===== config.mk =====
export PLATFORM = sky130hd
export DESIGN_NAME = lut_loader_flat
export DESIGN_NICKNAME = d
export VERILOG_FILES = /design/src/rtl/lut_loader_pkg.sv /design/src/rtl/lut_loader_if.sv /design/src/rtl/lut_loader.sv /design/src/flat_wrapper.sv
export SDC_FILE = /design/constraint.sdc
export NUM_CORES = 1
export LEC_CHECK = 0
export ABC_CLOCK_PERIOD_IN_PS = 2300
export CAP_MARGIN = 30
export CELL_PAD_IN_SITES_DETAIL_PLACEMENT = 0
export CELL_PAD_IN_SITES_GLOBAL_PLACEMENT = 2
export CORE_MARGIN = 2
export CORE_UTILIZATION = 32
export CTS_BUF_LIST = sky130_fd_sc_hd__clkbuf_16
export DETAILED_ROUTE_END_ITERATION = 10
export PLACE_DENSITY = 0.86
export SLEW_MARGIN = 20
export SYNTH_ARGS = -nofsm -noshare
export SYNTH_HDL_FRONTEND = slang
export SYNTH_SLANG_ARGS = --single-unit

===== constraint.sdc =====
create_clock -name clk -period 2.3 [get_ports clk]
set_clock_uncertainty 0.1 [all_clocks]
set_input_delay 0.46 -clock clk [delete_from_list [all_inputs] [get_ports clk]]
set_output_delay 0.46 -clock clk [all_outputs]
set_load 0.005 [all_outputs]

===== src/rtl/lut_loader_pkg.sv =====
`default_nettype none
// ============================================================================
// Module   : lut_loader_pkg
// Purpose  : Shared definitions for the LUT loader: loader FSM state encoding
//            and the default LUT geometry also used by the LUT RAM wrappers.
// Ports    : none (package)
// Revision : 1.0 - initial release
// ============================================================================
package lut_loader_pkg;

  // Default LUT geometry: 1024 words of 8 bits.
  localparam int LUT_ADDR_WIDTH = 10;
  localparam int LUT_DATA_WIDTH = 8;

  typedef enum logic [1:0] {
    IDLE  = 2'd0,
    LOAD  = 2'd1,
    CHECK = 2'd2,
    FIN   = 2'd3
  } state_e;

endpackage
`default_nettype wire


===== src/rtl/lut_loader_if.sv =====
`default_nettype none
// ============================================================================
// Module   : lut_loader_if
// Purpose  : Bundles the loader control, byte-stream and LUT write-port
//            signals.
// Ports    : slave  - the loader: consumes start/abort/stream, drives the
//                     LUT write port and status.
//            master - the host side: drives start/abort/stream, observes
//                     s_ready, the write port and status.
// Revision : 1.0 - initial release
// ============================================================================
interface lut_loader_if
  import lut_loader_pkg::*;
#(
  parameter int ADDR_WIDTH = LUT_ADDR_WIDTH,
  parameter int DATA_WIDTH = LUT_DATA_WIDTH
);

  logic                  start;
  logic                  abort;
  logic [DATA_WIDTH-1:0] s_data;
  logic                  s_valid;
  logic                  s_ready;
  logic                  wr_en;
  logic [ADDR_WIDTH-1:0] wr_addr;
  logic [DATA_WIDTH-1:0] wr_data;
  logic                  busy;
  logic                  done;
  logic                  err;

  modport slave (
    input  start, abort, s_data, s_valid,
    output s_ready, wr_en, wr_addr, wr_data, busy, done, err
  );

  modport master (
    output start, abort, s_data, s_valid,
    input  s_ready, wr_en, wr_addr, wr_data, busy, done, err
  );

endinterface
`default_nettype wire


===== src/rtl/lut_loader.sv =====
`default_nettype none
// ============================================================================
// Module   : lut_loader
// Purpose  : Loads a complete LUT image (2**ADDR_WIDTH words) from a
//            valid/ready byte stream into a RAM-based LUT write port using
//            sequential addresses, then consumes one trailing checksum word
//            (sum of all image words mod 2**DATA_WIDTH) and reports status.
// Ports    : clk   - system clock, rising edge
//            rst_n - asynchronous active-low reset
//            bus   - lut_loader_if.slave: start/abort control, s_data/
//                    s_valid/s_ready stream, wr_en/wr_addr/wr_data LUT
//                    write port (1-cycle registered latency), busy/done/err
// Revision : 1.0 - initial release
// ============================================================================
module lut_loader
  import lut_loader_pkg::*;
#(
  parameter int ADDR_WIDTH = LUT_ADDR_WIDTH,
  parameter int DATA_WIDTH = LUT_DATA_WIDTH
) (
  input  logic        clk,
  input  logic        rst_n,
  lut_loader_if.slave bus
);

  localparam logic [ADDR_WIDTH-1:0] c_last_addr = '1;

  state_e                state_q,   state_d;
  logic [ADDR_WIDTH-1:0] cnt_q,     cnt_d;
  logic [DATA_WIDTH-1:0] sum_q,     sum_d;
  logic                  err_q,     err_d;
  logic                  wr_en_q,   wr_en_d;
  logic [ADDR_WIDTH-1:0] wr_addr_q, wr_addr_d;
  logic [DATA_WIDTH-1:0] wr_data_q, wr_data_d;

  logic w_ready;
  logic w_hs;

  // The stream is open in LOAD (image words) and CHECK (trailer word).
  assign w_ready = (state_q == LOAD) || (state_q == CHECK);
  assign w_hs    = bus.s_valid && w_ready;

  always_comb begin
    state_d   = state_q;
    cnt_d     = cnt_q;
    sum_d     = sum_q;
    err_d     = err_q;
    wr_en_d   = 1'b0;
    wr_addr_d = wr_addr_q;
    wr_data_d = wr_data_q;

    case (state_q)
      IDLE: begin
        // abort outranks a coincident start
        if (bus.start && !bus.abort) begin
          state_d = LOAD;
          cnt_d   = '0;
          sum_d   = '0;
          err_d   = 1'b0;
        end
      end

      LOAD: begin
        if (bus.abort) begin
          // a word accepted in the abort cycle is dropped
          state_d = IDLE;
        end else if (w_hs) begin
          wr_en_d   = 1'b1;
          wr_addr_d = cnt_q;
          wr_data_d = bus.s_data;
          cnt_d     = cnt_q + ADDR_WIDTH'(1);
          sum_d     = sum_q + bus.s_data;
          if (cnt_q == c_last_addr) begin
            state_d = CHECK;
          end
        end
      end

      CHECK: begin
        if (bus.abort) begin
          state_d = IDLE;
        end else if (w_hs) begin
          // trailer word: compared only, never written
          err_d   = (bus.s_data != sum_q);
          state_d = FIN;
        end
      end

      FIN: begin
        // start here is ignored; a new load needs start in IDLE
        state_d = IDLE;
      end

      default: state_d = IDLE;
    endcase
  end

  always_ff @(posedge clk or negedge rst_n) begin
    if (!rst_n) begin
      state_q   <= IDLE;
      cnt_q     <= '0;
      sum_q     <= '0;
      err_q     <= 1'b0;
      wr_en_q   <= 1'b0;
      wr_addr_q <= '0;
      wr_data_q <= '0;
    end else begin
      state_q   <= state_d;
      cnt_q     <= cnt_d;
      sum_q     <= sum_d;
      err_q     <= err_d;
      wr_en_q   <= wr_en_d;
      wr_addr_q <= wr_addr_d;
      wr_data_q <= wr_data_d;
    end
  end

  assign bus.s_ready = w_ready;
  assign bus.wr_en   = wr_en_q;
  assign bus.wr_addr = wr_addr_q;
  assign bus.wr_data = wr_data_q;
  assign bus.busy    = (state_q != IDLE);
  assign bus.done    = (state_q == FIN);
  assign bus.err     = err_q;

endmodule
`default_nettype wire


===== src/flat_wrapper.sv =====
// flat-port wrapper written by rule: the top's interface ports become plain ports
module lut_loader_flat import lut_loader_pkg::*;
#(
  parameter int ADDR_WIDTH = LUT_ADDR_WIDTH,
  parameter int DATA_WIDTH = LUT_DATA_WIDTH
)
  (clk, rst_n, bus_start, bus_abort, bus_s_data, bus_s_valid, bus_s_ready, bus_wr_en, bus_wr_addr, bus_wr_data, bus_busy, bus_done, bus_err);
  lut_loader_if #(.ADDR_WIDTH(ADDR_WIDTH), .DATA_WIDTH(DATA_WIDTH)) bus_i ();
  input  logic clk;
  input  logic rst_n;
  input wire logic [$bits(bus_i.start)-1:0] bus_start;
  input wire logic [$bits(bus_i.abort)-1:0] bus_abort;
  input wire logic [$bits(bus_i.s_data)-1:0] bus_s_data;
  input wire logic [$bits(bus_i.s_valid)-1:0] bus_s_valid;
  output wire logic [$bits(bus_i.s_ready)-1:0] bus_s_ready;
  output wire logic [$bits(bus_i.wr_en)-1:0] bus_wr_en;
  output wire logic [$bits(bus_i.wr_addr)-1:0] bus_wr_addr;
  output wire logic [$bits(bus_i.wr_data)-1:0] bus_wr_data;
  output wire logic [$bits(bus_i.busy)-1:0] bus_busy;
  output wire logic [$bits(bus_i.done)-1:0] bus_done;
  output wire logic [$bits(bus_i.err)-1:0] bus_err;
  assign bus_i.start = bus_start;
  assign bus_i.abort = bus_abort;
  assign bus_i.s_data = bus_s_data;
  assign bus_i.s_valid = bus_s_valid;
  assign bus_s_ready = bus_i.s_ready;
  assign bus_wr_en = bus_i.wr_en;
  assign bus_wr_addr = bus_i.wr_addr;
  assign bus_wr_data = bus_i.wr_data;
  assign bus_busy = bus_i.busy;
  assign bus_done = bus_i.done;
  assign bus_err = bus_i.err;
  lut_loader #(.ADDR_WIDTH(ADDR_WIDTH), .DATA_WIDTH(DATA_WIDTH)) u_core (.clk(clk), .rst_n(rst_n), .bus(bus_i));
endmodule

* After elaboration in Yosys (flattened, before gate mapping)
Index checks and enable logic that the tools add are counted.
** Operators by class
- $add $sub $neg :: 2
- Equality and inequality tests :: 13
- Mux-type cells :: 22
- Bitwise operators :: 1
- Reductions and logical operators :: 12
** Operators with widths (number)
- 2-to-1 mux 10 bit :: 3
- 2-to-1 mux 8 bit :: 3
- one-hot mux 10 bit (2 select lines) :: 1
- one-hot mux 8 bit (2 select lines) :: 1
- 2-to-1 mux 2 bit :: 6
- AND reduction 4 bit :: 3
- adder 10 x 1 -> 10 bit, second input constant :: 1
- equality test 10 bit, second input constant :: 1
- adder 8 bit :: 1
- inequality test 8 bit :: 1
- one-hot mux 2 bit (4 select lines) :: 1
- 2-to-1 mux 1 bit :: 6
- inequality test 2 x 1 -> 1 bit, second input constant :: 3
- inequality test 3 x 2 -> 1 bit, second input constant :: 2
- nonzero test 2 bit :: 3
- equality test 2 bit, second input constant :: 2
- inequality test 2 bit, second input constant :: 2
- inequality test 3 bit, second input constant :: 1
- AND reduction 3 bit :: 1
- equality test 2 x 1 -> 1 bit, second input constant :: 1
- logical AND 1 bit :: 2
- zero test 2 bit :: 1
- one-hot mux 1 bit (2 select lines) :: 1
- zero test 1 bit :: 1
- 2 further kinds :: 2
** Storage, ports and cells
- Bits in registers :: 40
- Bits of input ports :: 13
- Output and inout port bits :: 23
- Logic and storage cells :: 57

* Depth between registers and ports, before layout
Gate-level depths: netlist of run 1.
- Word-level depth :: 6
- Gate-level depth with buffers :: 7
- Gate-level depth less buffers :: 7

* Worst setup path before layout of run 1
OpenSTA, ideal clock, no wires.
- Kind :: register -> register
- From :: reg u_core.state_q[0]
- To :: reg u_core.state_q[0]
- Setup time :: 0.081 ns
- Arrival :: 1.862 ns
- Required time :: 2.119 ns
- Slack :: 0.257 ns
- Cell stages (with the launch flop) :: 8
- Buffers on the path :: 0
- Period minus slack after synthesis :: 2.043 ns
- Cells stage by stage :: dfrtp_1 -> inv_1 -> ha_1 -> nand2_1 -> nor4_1 -> or4_4 -> mux2_4 -> a31oi_2
** Between the ends
- Word-level cells in the longest chain between the ends :: 5
- Elaborated cells between the ends (all ways) :: 12
- Those cells by class :: eq/ne (7); mux (1); reduce/logical (4)
** Ends and longest elaborated chain
- start, declared :: line lut_loader.sv:28 : state_e state_q, state_d;
- start signal, assigned :: line lut_loader.sv:108 : state_q <= state_d;
- equality test 2 x 1 -> 1 bit / equality test 2 bit (equally long branches) :: line lut_loader.sv:40 : assign w_ready = (state_q == LOAD) || (state_q == CHECK);
- logical OR 1 bit (*) :: line lut_loader.sv:40
- via bus_s_ready :: line flat_wrapper.sv:15 : output wire logic [$bits(bus_i.s_ready)-1:0] bus_s_ready;
- logical AND 1 bit (*) :: line lut_loader.sv:41 : assign w_hs = bus.s_valid && w_ready;
- inequality test 3 x 2 -> 1 bit (no line)
- AND reduction 4 bit (no line) (*)
The timed path passes the listed nets; every way through them passes the cells marked *.
A chain may end at the register's enable or synchronous reset.

* Worst setup path in the final report of run 1
- From :: in bus_s_data[1]
- To :: reg u_core.sum_q[7]
** Between the ends
- Word-level cells in the longest chain between the ends :: 4
** Ends and longest elaborated chain
- start, declared :: line flat_wrapper.sv:13 : input wire logic [$bits(bus_i.s_data)-1:0] bus_s_data;
- adder 8 bit :: line lut_loader.sv:72 : sum_d = sum_q + bus.s_data;
- 2-to-1 mux 8 bit :: line lut_loader.sv:67 : end else if (w_hs) begin
- 2-to-1 mux 8 bit :: line lut_loader.sv:64 : if (bus.abort) begin
- one-hot mux 8 bit (2 select lines) :: line lut_loader.sv:52 : case (state_q)
- end signal, assigned :: line lut_loader.sv:110 : sum_q <= sum_d;
- end, declared :: line lut_loader.sv:30 : logic [DATA_WIDTH-1:0] sum_q, sum_d;
Every way passes these cells. The select of a mux whose other input is x is not followed.

==> flow_metrics.py, run 1 <==
metrics = {
    "clock_tree": {
        "cts_buffers": 5,
        "cts-root-buf": "clkbuf_16",
        "cts.sinks": 40,
        "cts_hold_buffers": 0,
        "cts_max_path_buffers": 2,
        "cts_setup_buffers": 0,
        "tritoncts": "done",
        "cts_resized": 1,
        "ctsHtreeMaxLevel": 2,
        "clk_pin_slew_worst_paths_ns": 0.06,
        "clock_latency_ns": 0.28,
    },
    "global_route": {
        "grt_usage_pct": 14.2,
        "antenna_found_initial": 0,
        "gr-total-overflow": 0,
        "grt_pass1_vias": 1663,
        "grt_max_degree": 41,
        "grt_pass1_wl_um": 8070,
    },
    "floorplan": {
        "die_h_um": 84.3,
        "ios": 36,
        "std_cell_rows": 29,
        "die_x_um": 84.3,
        "die_area_um2": 7110,
        "fp.coreArea_um2": 6280,
        "initial_core_util_pct": 32.9,
    },
    "logic_synthesis": {
        "syn_inst": 224,
        "synth_nets": 250,
        "postSynthAreaPerCell_um2": 9.21,
        "netlist_area_um2": 2060,
        "yosys_register_bits": 40,
        "ys_warn_count": 0,
        "yosysSeqAreaShare_pct": 48.5,
        "yosysUniqueCellTypes": 35,
    },
    "power_and_ir_drop": {
        "vdd_ir_drop_max_uv": 443,
        "power.density_nw_per_um2": 1090,
        "leakage_nw": 1.32,
        "power.total_w": 0.00304,
    },
    "route": {
        "drt-total-wl_um": 4760,
        "wire_per_inst_um": 13.3,
        "route.detailed.drc": 0,
        "antenna_left": 0,
        "vias": 1763,
        "drt_iter0_drc": 53,
        "via_per_inst": 4.92,
        "first_pass_iters": 4,
    },
    "critical_path": {
        "crit_path_top_delay_cell": "clkdlybuf4s50_1",
        "cp_num_cells": 7,
        "critical_path.startpoint_type": "input port",
        "cp.required_ns": 2.40,
        "crit_path_end": "u_core.sum_q[7]",
        "worstSetupStartpoint": "bus_s_data[1]",
        "reg2reg_slack_ns": 0.15,
        "r2r_cells": 7,
        "r2r-start": "u_core.state_q[1]",
        "crit_family": "compound AO/OA/AOI/OAI gates",
        "worst_ep_arrival_time_ns": 2.34,
        "criticalPathCategory": "input port to flip-flop",
        "reg2reg_to": "u_core.cnt_q[9]",
        "cp.buffers_inverters": 1,
        "worstSetupEndpointType": "flip-flop",
        "path_cells": "clkdlybuf4s50_1, ha_1, a211oi_2, o21bai_1, o41a_1, o31a_1, mux2i_1",
        "slowest_delay_ns": 0.42,
        "worstPathMaxFanout": 2,
    },
    "job": {
        "cap_violations": 0,
    },
    "min_path": {
        "min_path_type": "input port to asynchronous set/reset pin",
    },
    "timing": {
        "fmax_mhz": 446,
        "slew_headroom_pct": 65.5,
        "grt_setup_unrepaired": "no",
        "hold_violations": 0,
        "setup_tns_ns": 0,
        "finalWorstSetupSlack_ns": 0.0599,
        "tightestPinTransition_ns": 0.518,
        "fin_crit_ns": 2.24,
        "drv_slew": 0,
        "period_share_pct": 97.4,
        "setup_violations": 0,
    },
    "finish": {
        "areaGrowthSynthToFinish_pct": 34.9,
        "final_nets": 307,
        "final_util_pct": 44.3,
        "antenna_cells": 0,
        "drive_gt1_share_pct": 12.8,
    },
    "place": {
        "place_ws_ns": -0.278,
        "dp_hpwl_um": 3480,
        "gp_congestion": 0.820,
        "port_buffers": 35,
    },
    "outcome": {
        "status": "finished, final reports clean",
    },
}
## synthesized netlist by cell type
cell type / number / area (µm²)
o211ai_1: 2 / 15.0
a21o_1: 3 / 22.5
o31a_1: 1 / 8.76
a31oi_2: 1 / 12.5
o31ai_1: 1 / 7.51
a211oi_1: 2 / 15.0
nand3b_1: 1 / 7.51
nand4_1: 2 / 12.5
o21ai_0: 12 / 60.1
o21bai_1: 1 / 7.51
nor2_1: 11 / 41.3
nand3_1: 7 / 35.0
dfrtp_1: 40 / 1000
nand2_1: 68 / 255
xor2_1: 5 / 43.8
buf_2: 1 / 5.00
nor3_1: 6 / 30.0
a22o_1: 4 / 35.0
fa_1: 1 / 20.0
or4_4: 1 / 11.3
nand2b_1: 2 / 12.5
a221o_1: 1 / 10.0
nor4_1: 4 / 25.0
a221oi_1: 1 / 8.76
or3_1: 1 / 6.26
clkinv_1: 1 / 3.75
o41a_1: 1 / 11.3
a21oi_1: 9 / 45.0
mux2i_1: 1 / 10.0
inv_1: 8 / 30.0
clkbuf_1: 4 / 15.0
xnor2_1: 7 / 61.3
ha_1: 12 / 150
mux2_4: 1 / 15.0
nand4_2: 1 / 12.5
## per-layer routing
| metal | vias up | track usage (%) | wire, µm |
|---|---|---|---|
| li1 | 878 | - | - |
| met1 | 850 | 19.5 | 2320 |
| met2 | 31 | 22.1 | 2200 |
| met3 | 4 | 3.44 | 178 |
| met4 | 0 | 4.40 | 63 |
| met5 | - | 0 | 0 |
## layout make-up
type	instances	area, µm²
Fill cell	625	3490
Clock inverter	2	8.76
Timing Repair Buffer	55	495
Sequential cell	40	1000
Clock buffer	5	125
Multi-Input combinational cell	170	1020
Inverter	9	33.8
Tap cell	77	96.3
## cells in the final DEF (no fill, tap or decap), drive strengths merged, types with 2 or more instances in the layout
| cell type | count |
|---|---|
| clkinv | 2 |
| a21o | 3 |
| xor2 | 5 |
| nor4 | 4 |
| o21ai | 12 |
| nor3 | 6 |
| nand2 | 68 |
| a22o | 4 |
| a21oi | 9 |
| o211ai | 2 |
| buf | 21 |
| clkbuf | 5 |
| dfrtp | 40 |
| a211oi | 2 |
| xnor2 | 7 |
| nand2b | 2 |
| nand3 | 7 |
| nor2 | 11 |
| nand4 | 3 |
| ha | 12 |
| inv | 9 |
| clkdlybuf4s50 | 34 |
## metrics by stage
step	std cells	cell area, µm²	hold slack, ns
3_5_place_dp	351	2640	0.362
6_report	358	2780	0.138
2_1_floorplan	224	2060	0.0644
5_1_grt	358	2780	0.188
3_3_place_gp	351	2640	0.357
4_1_cts	358	2770	0.163
## worst min-delay path by stage
| stage | start | end | slack (ns) | cells after the start |
|---|---|---|---|---|
| after detailed placement | u_core.bus.wr_addr[6] | u_core.bus.wr_addr[6] | 0.36 | 2 |
| after global routing | rst_n | u_core.bus.wr_addr[8] | 0.19 | 2 |
| final | rst_n | u_core.bus.wr_addr[8] | 0.14 | 2 |
| after global placement | u_core.bus.wr_addr[6] | u_core.bus.wr_addr[6] | 0.36 | 2 |
| after floorplan | rst_n | u_core.bus.err | 0.06 | 0 |
| after CTS | rst_n | u_core.bus.wr_addr[8] | 0.16 | 2 |
## registers in the layout, summed over array words and instances, names as in the netlist
signal              flops
u_core.bus.wr_en        1
u_core.bus.wr_addr     10
u_core.cnt_q           10
u_core.state_q          2
u_core.bus.wr_data      8
u_core.bus.err          1
u_core.sum_q            8
## power breakdown
group	switching [W]	internal (W)	leakage (nW)
clock	0.000264	0.000390	0.0709
sequential	0.000130	0.000915	0.540
combinational	0.000614	0.000727	0.714
total	0.00101	0.00203	1.32
## worst register-to-register path: stages (launching register included)
cell and delay [ns]:
dfrtp_1 0.38, inv_1 0.09, ha_2 0.36, nand3_1 0.10
a221o_1 0.47, nor4_1 0.33, xnor2_1 0.16, nor2_1 0.05
## cell families after synthesis
kind of cell | count (synthesis) | share of synthesized area, %
and+or+nand+nor | 104 | 21.8
xor gates and xnor gates | 12 | 5.09
buffers and inverters | 14 | 2.61
adders and majority gates | 13 | 8.25
DFF | 40 | 48.5
muxes | 2 | 1.21
AOI/OAI and AO/OA | 39 | 12.6
Power figures use the tool's default switching activity.
==> run 2: changes to the inputs <==
--- a/config.mk
+++ b/config.mk
@@ -13,7 +13,7 @@
 export CORE_UTILIZATION = 32
 export CTS_BUF_LIST = sky130_fd_sc_hd__clkbuf_16
 export DETAILED_ROUTE_END_ITERATION = 10
-export PLACE_DENSITY = 0.86
+export PLACE_DENSITY_LB_ADDON = 0.1
 export SLEW_MARGIN = 20
 export SYNTH_ARGS = -nofsm -noshare
 export SYNTH_HDL_FRONTEND = slang
==> run 2 against run 1 <==
  * Sequential power about the same
  * Wire length up 4.0%
  * Clock power rose by 34%
  * Global-route usage is 0.75 points higher
  * Sequential share of layout area down 1.0 points
  * Power increased by 8.2%
==> flow_metrics.py, run 2 (same netlist as run 1, synthesis figures left out) <==
metrics = {
    "timing": {
        "tightestPinTransition_ns": 0.547,
        "hold_violations": 0,
        "grt_setup_unrepaired": "yes",
        "whs_ns": 0.0711,
        "slew_headroom_pct": 63.5,
        "drv_slew": 0,
        "period_share_pct": 97.4,
        "fmax_mhz": 446,
        "setup_violations": 0,
        "fin_crit_ns": 2.24,
        "setup_tns_ns": 0,
    },
    "route": {
        "antenna_left": 0,
        "via_per_inst": 4.76,
        "route.detailed.drc": 0,
        "drt-total-wl_um": 4950,
        "wire_per_inst_um": 13.8,
        "drt_iter0_drc": 80,
        "first_pass_iters": 4,
        "vias": 1714,
    },
    "critical_path": {
        "r2r-start": "u_core.state_q[1]",
        "crit_family": "compound AO/OA/AOI/OAI gates",
        "worstPathMaxFanout": 2,
        "cp.buffers_inverters": 1,
        "path_cells": "clkdlybuf4s50_1, ha_1, a211oi_2, o21bai_1, o41a_1, o31a_1, mux2i_1",
        "worstSetupStartpoint": "bus_s_data[1]",
        "slowest_delay_ns": 0.42,
        "critical_path.startpoint_type": "input port",
        "r2r_cells": 7,
        "reg2reg_to": "u_core.cnt_q[9]",
        "reg2reg_slack_ns": 0.18,
        "crit_path_end": "u_core.sum_q[7]",
        "worst_ep_arrival_time_ns": 2.34,
        "cp_num_cells": 7,
        "crit_path_top_delay_cell": "clkdlybuf4s50_1",
        "worstSetupEndpointType": "flip-flop",
        "cp.required_ns": 2.40,
        "criticalPathCategory": "input port to flip-flop",
    },
    "floorplan": {
        "fp.coreArea_um2": 6280,
        "die_h_um": 84.3,
        "die_x_um": 84.3,
        "initial_core_util_pct": 32.9,
        "die_area_um2": 7110,
        "std_cell_rows": 29,
        "ios": 36,
    },
    "global_route": {
        "grt_max_degree": 22,
        "grt_usage_pct": 14.9,
        "antenna_found_initial": 0,
        "gr-total-overflow": 0,
        "grt_pass1_wl_um": 8480,
        "grt_pass1_vias": 1763,
    },
    "finish": {
        "antenna_cells": 0,
        "final_cell_mix": "68 x nand2_1, 40 x dfrtp_1, 34 x clkdlybuf4s50_1",
        "areaGrowthSynthToFinish_pct": 38.9,
        "drive_gt1_share_pct": 14.1,
        "instances_no_fill": 360,
        "final_util_pct": 45.6,
        "final_nets": 309,
        "final_common_cell": "nand2_1",
    },
    "clock_tree": {
        "cts-root-buf": "clkbuf_16",
        "cts_setup_buffers": 0,
        "cts_max_path_buffers": 2,
        "clk_pin_slew_worst_paths_ns": 0.06,
        "tritoncts": "done",
        "cts_buffers": 5,
        "clock_latency_ns": 0.27,
        "ctsHtreeMaxLevel": 2,
        "cts_hold_buffers": 0,
        "cts.sinks": 40,
    },
    "power_and_ir_drop": {
        "p_seq_share_pct": 31.7,
        "p_clk_share_pct": 26.6,
        "vdd_ir_drop_max_uv": 592,
        "p_sw_share_pct": 30.6,
        "power.density_nw_per_um2": 1150,
        "leakage_nw": 1.36,
        "power.total_w": 0.00329,
        "p_comb_share_pct": 41.7,
        "intPower_w": 0.00228,
        "power.switching_w": 0.00101,
    },
    "outcome": {
        "status": "finished, final reports clean",
    },
    "place": {
        "post-place-cells": 353,
        "port_buffers": 35,
        "dp_hpwl_um": 3700,
        "gp_congestion": 0.782,
    },
    "job": {
        "cap_violations": 0,
    },
    "min_path": {
        "min_path_type": "input port to asynchronous set/reset pin",
    },
}
## run 2: cell count changes in the layout (fill, tap and decap cells not counted), sizes merged
cell | before | now
buf | 21 | 23
bufinv | 0 | 2
inv | 9 | 8
clkinv | 2 | 1
## run 2: area by class of cell
type | count | area, µm²
Clock buffer | 5 | 125
Clock inverter | 2 | 60.1
Fill cell | 617 | 3410
Inverter | 9 | 33.8
Multi-Input combinational cell | 170 | 1040
Sequential cell | 40 | 1000
Tap cell | 77 | 96.3
Timing Repair Buffer | 57 | 510
## run 2: through the flow
step / setup WS [ns] / instance area (µm²)
2_1_floorplan: 0.257 / 2060
3_3_place_gp: -0.221 / 2650
3_5_place_dp: -0.256 / 2650
4_1_cts: 0.0110 / 2840
5_1_grt: -0.00362 / 2870
6_report: 0.0599 / 2870
## run 2: worst min-delay path by stage
stage,start,end,slack (ns),cells after the start
after detailed placement,u_core.bus.wr_addr[5],u_core.bus.wr_addr[5],0.36,2
after global routing,rst_n,u_core.bus.wr_addr[8],0.11,1
after floorplan,rst_n,u_core.bus.err,0.06,0
after CTS,rst_n,u_core.bus.wr_addr[8],0.08,1
after global placement,u_core.bus.wr_addr[8],u_core.bus.wr_addr[8],0.36,2
final,rst_n,u_core.bus.wr_addr[8],0.07,1
## run 2: metal layers
metal / up-vias / part of all wire [%] / track usage [%] / routed length (µm)
li1: 882 / - / - / -
met5: - / 0 / 0 / 0
met3: 2 / 3.2 / 3.24 / 160
met4: 0 / 0.48 / 2.64 / 24
met2: 29 / 45 / 23.1 / 2230
met1: 801 / 51 / 21.7 / 2540
## run 2: worst reg2reg max path, delay by kind of cell, from the launching register on
family | cells | cell delay [ns]
AO/OA/AOI/OAI | 1 | 0.46
XOR/XNOR | 1 | 0.15
adder cells (fa/ha/maj) | 1 | 0.30
buffers and inverters | 1 | 0.13
flip-flops | 1 | 0.39
AND/OR/NAND/NOR | 3 | 0.47
## run 2: what timing repair did
action | CTS | global route
gates cloned | 0 | 0
resized for setup | 1 | 6
endpoints found under the setup margin | 1 | 6
## run 2: power groups by stage
stage | logic (W) | clock network (W) | registers, W
floorplan | 0.000683 | 0 | 0.00105
global placement | 0.00134 | 0 | 0.00105
detailed placement | 0.00134 | 0 | 0.00105
CTS | 0.00136 | 0.000899 | 0.00105
global route | 0.00155 | 0.000922 | 0.00108
finish | 0.00137 | 0.000875 | 0.00104
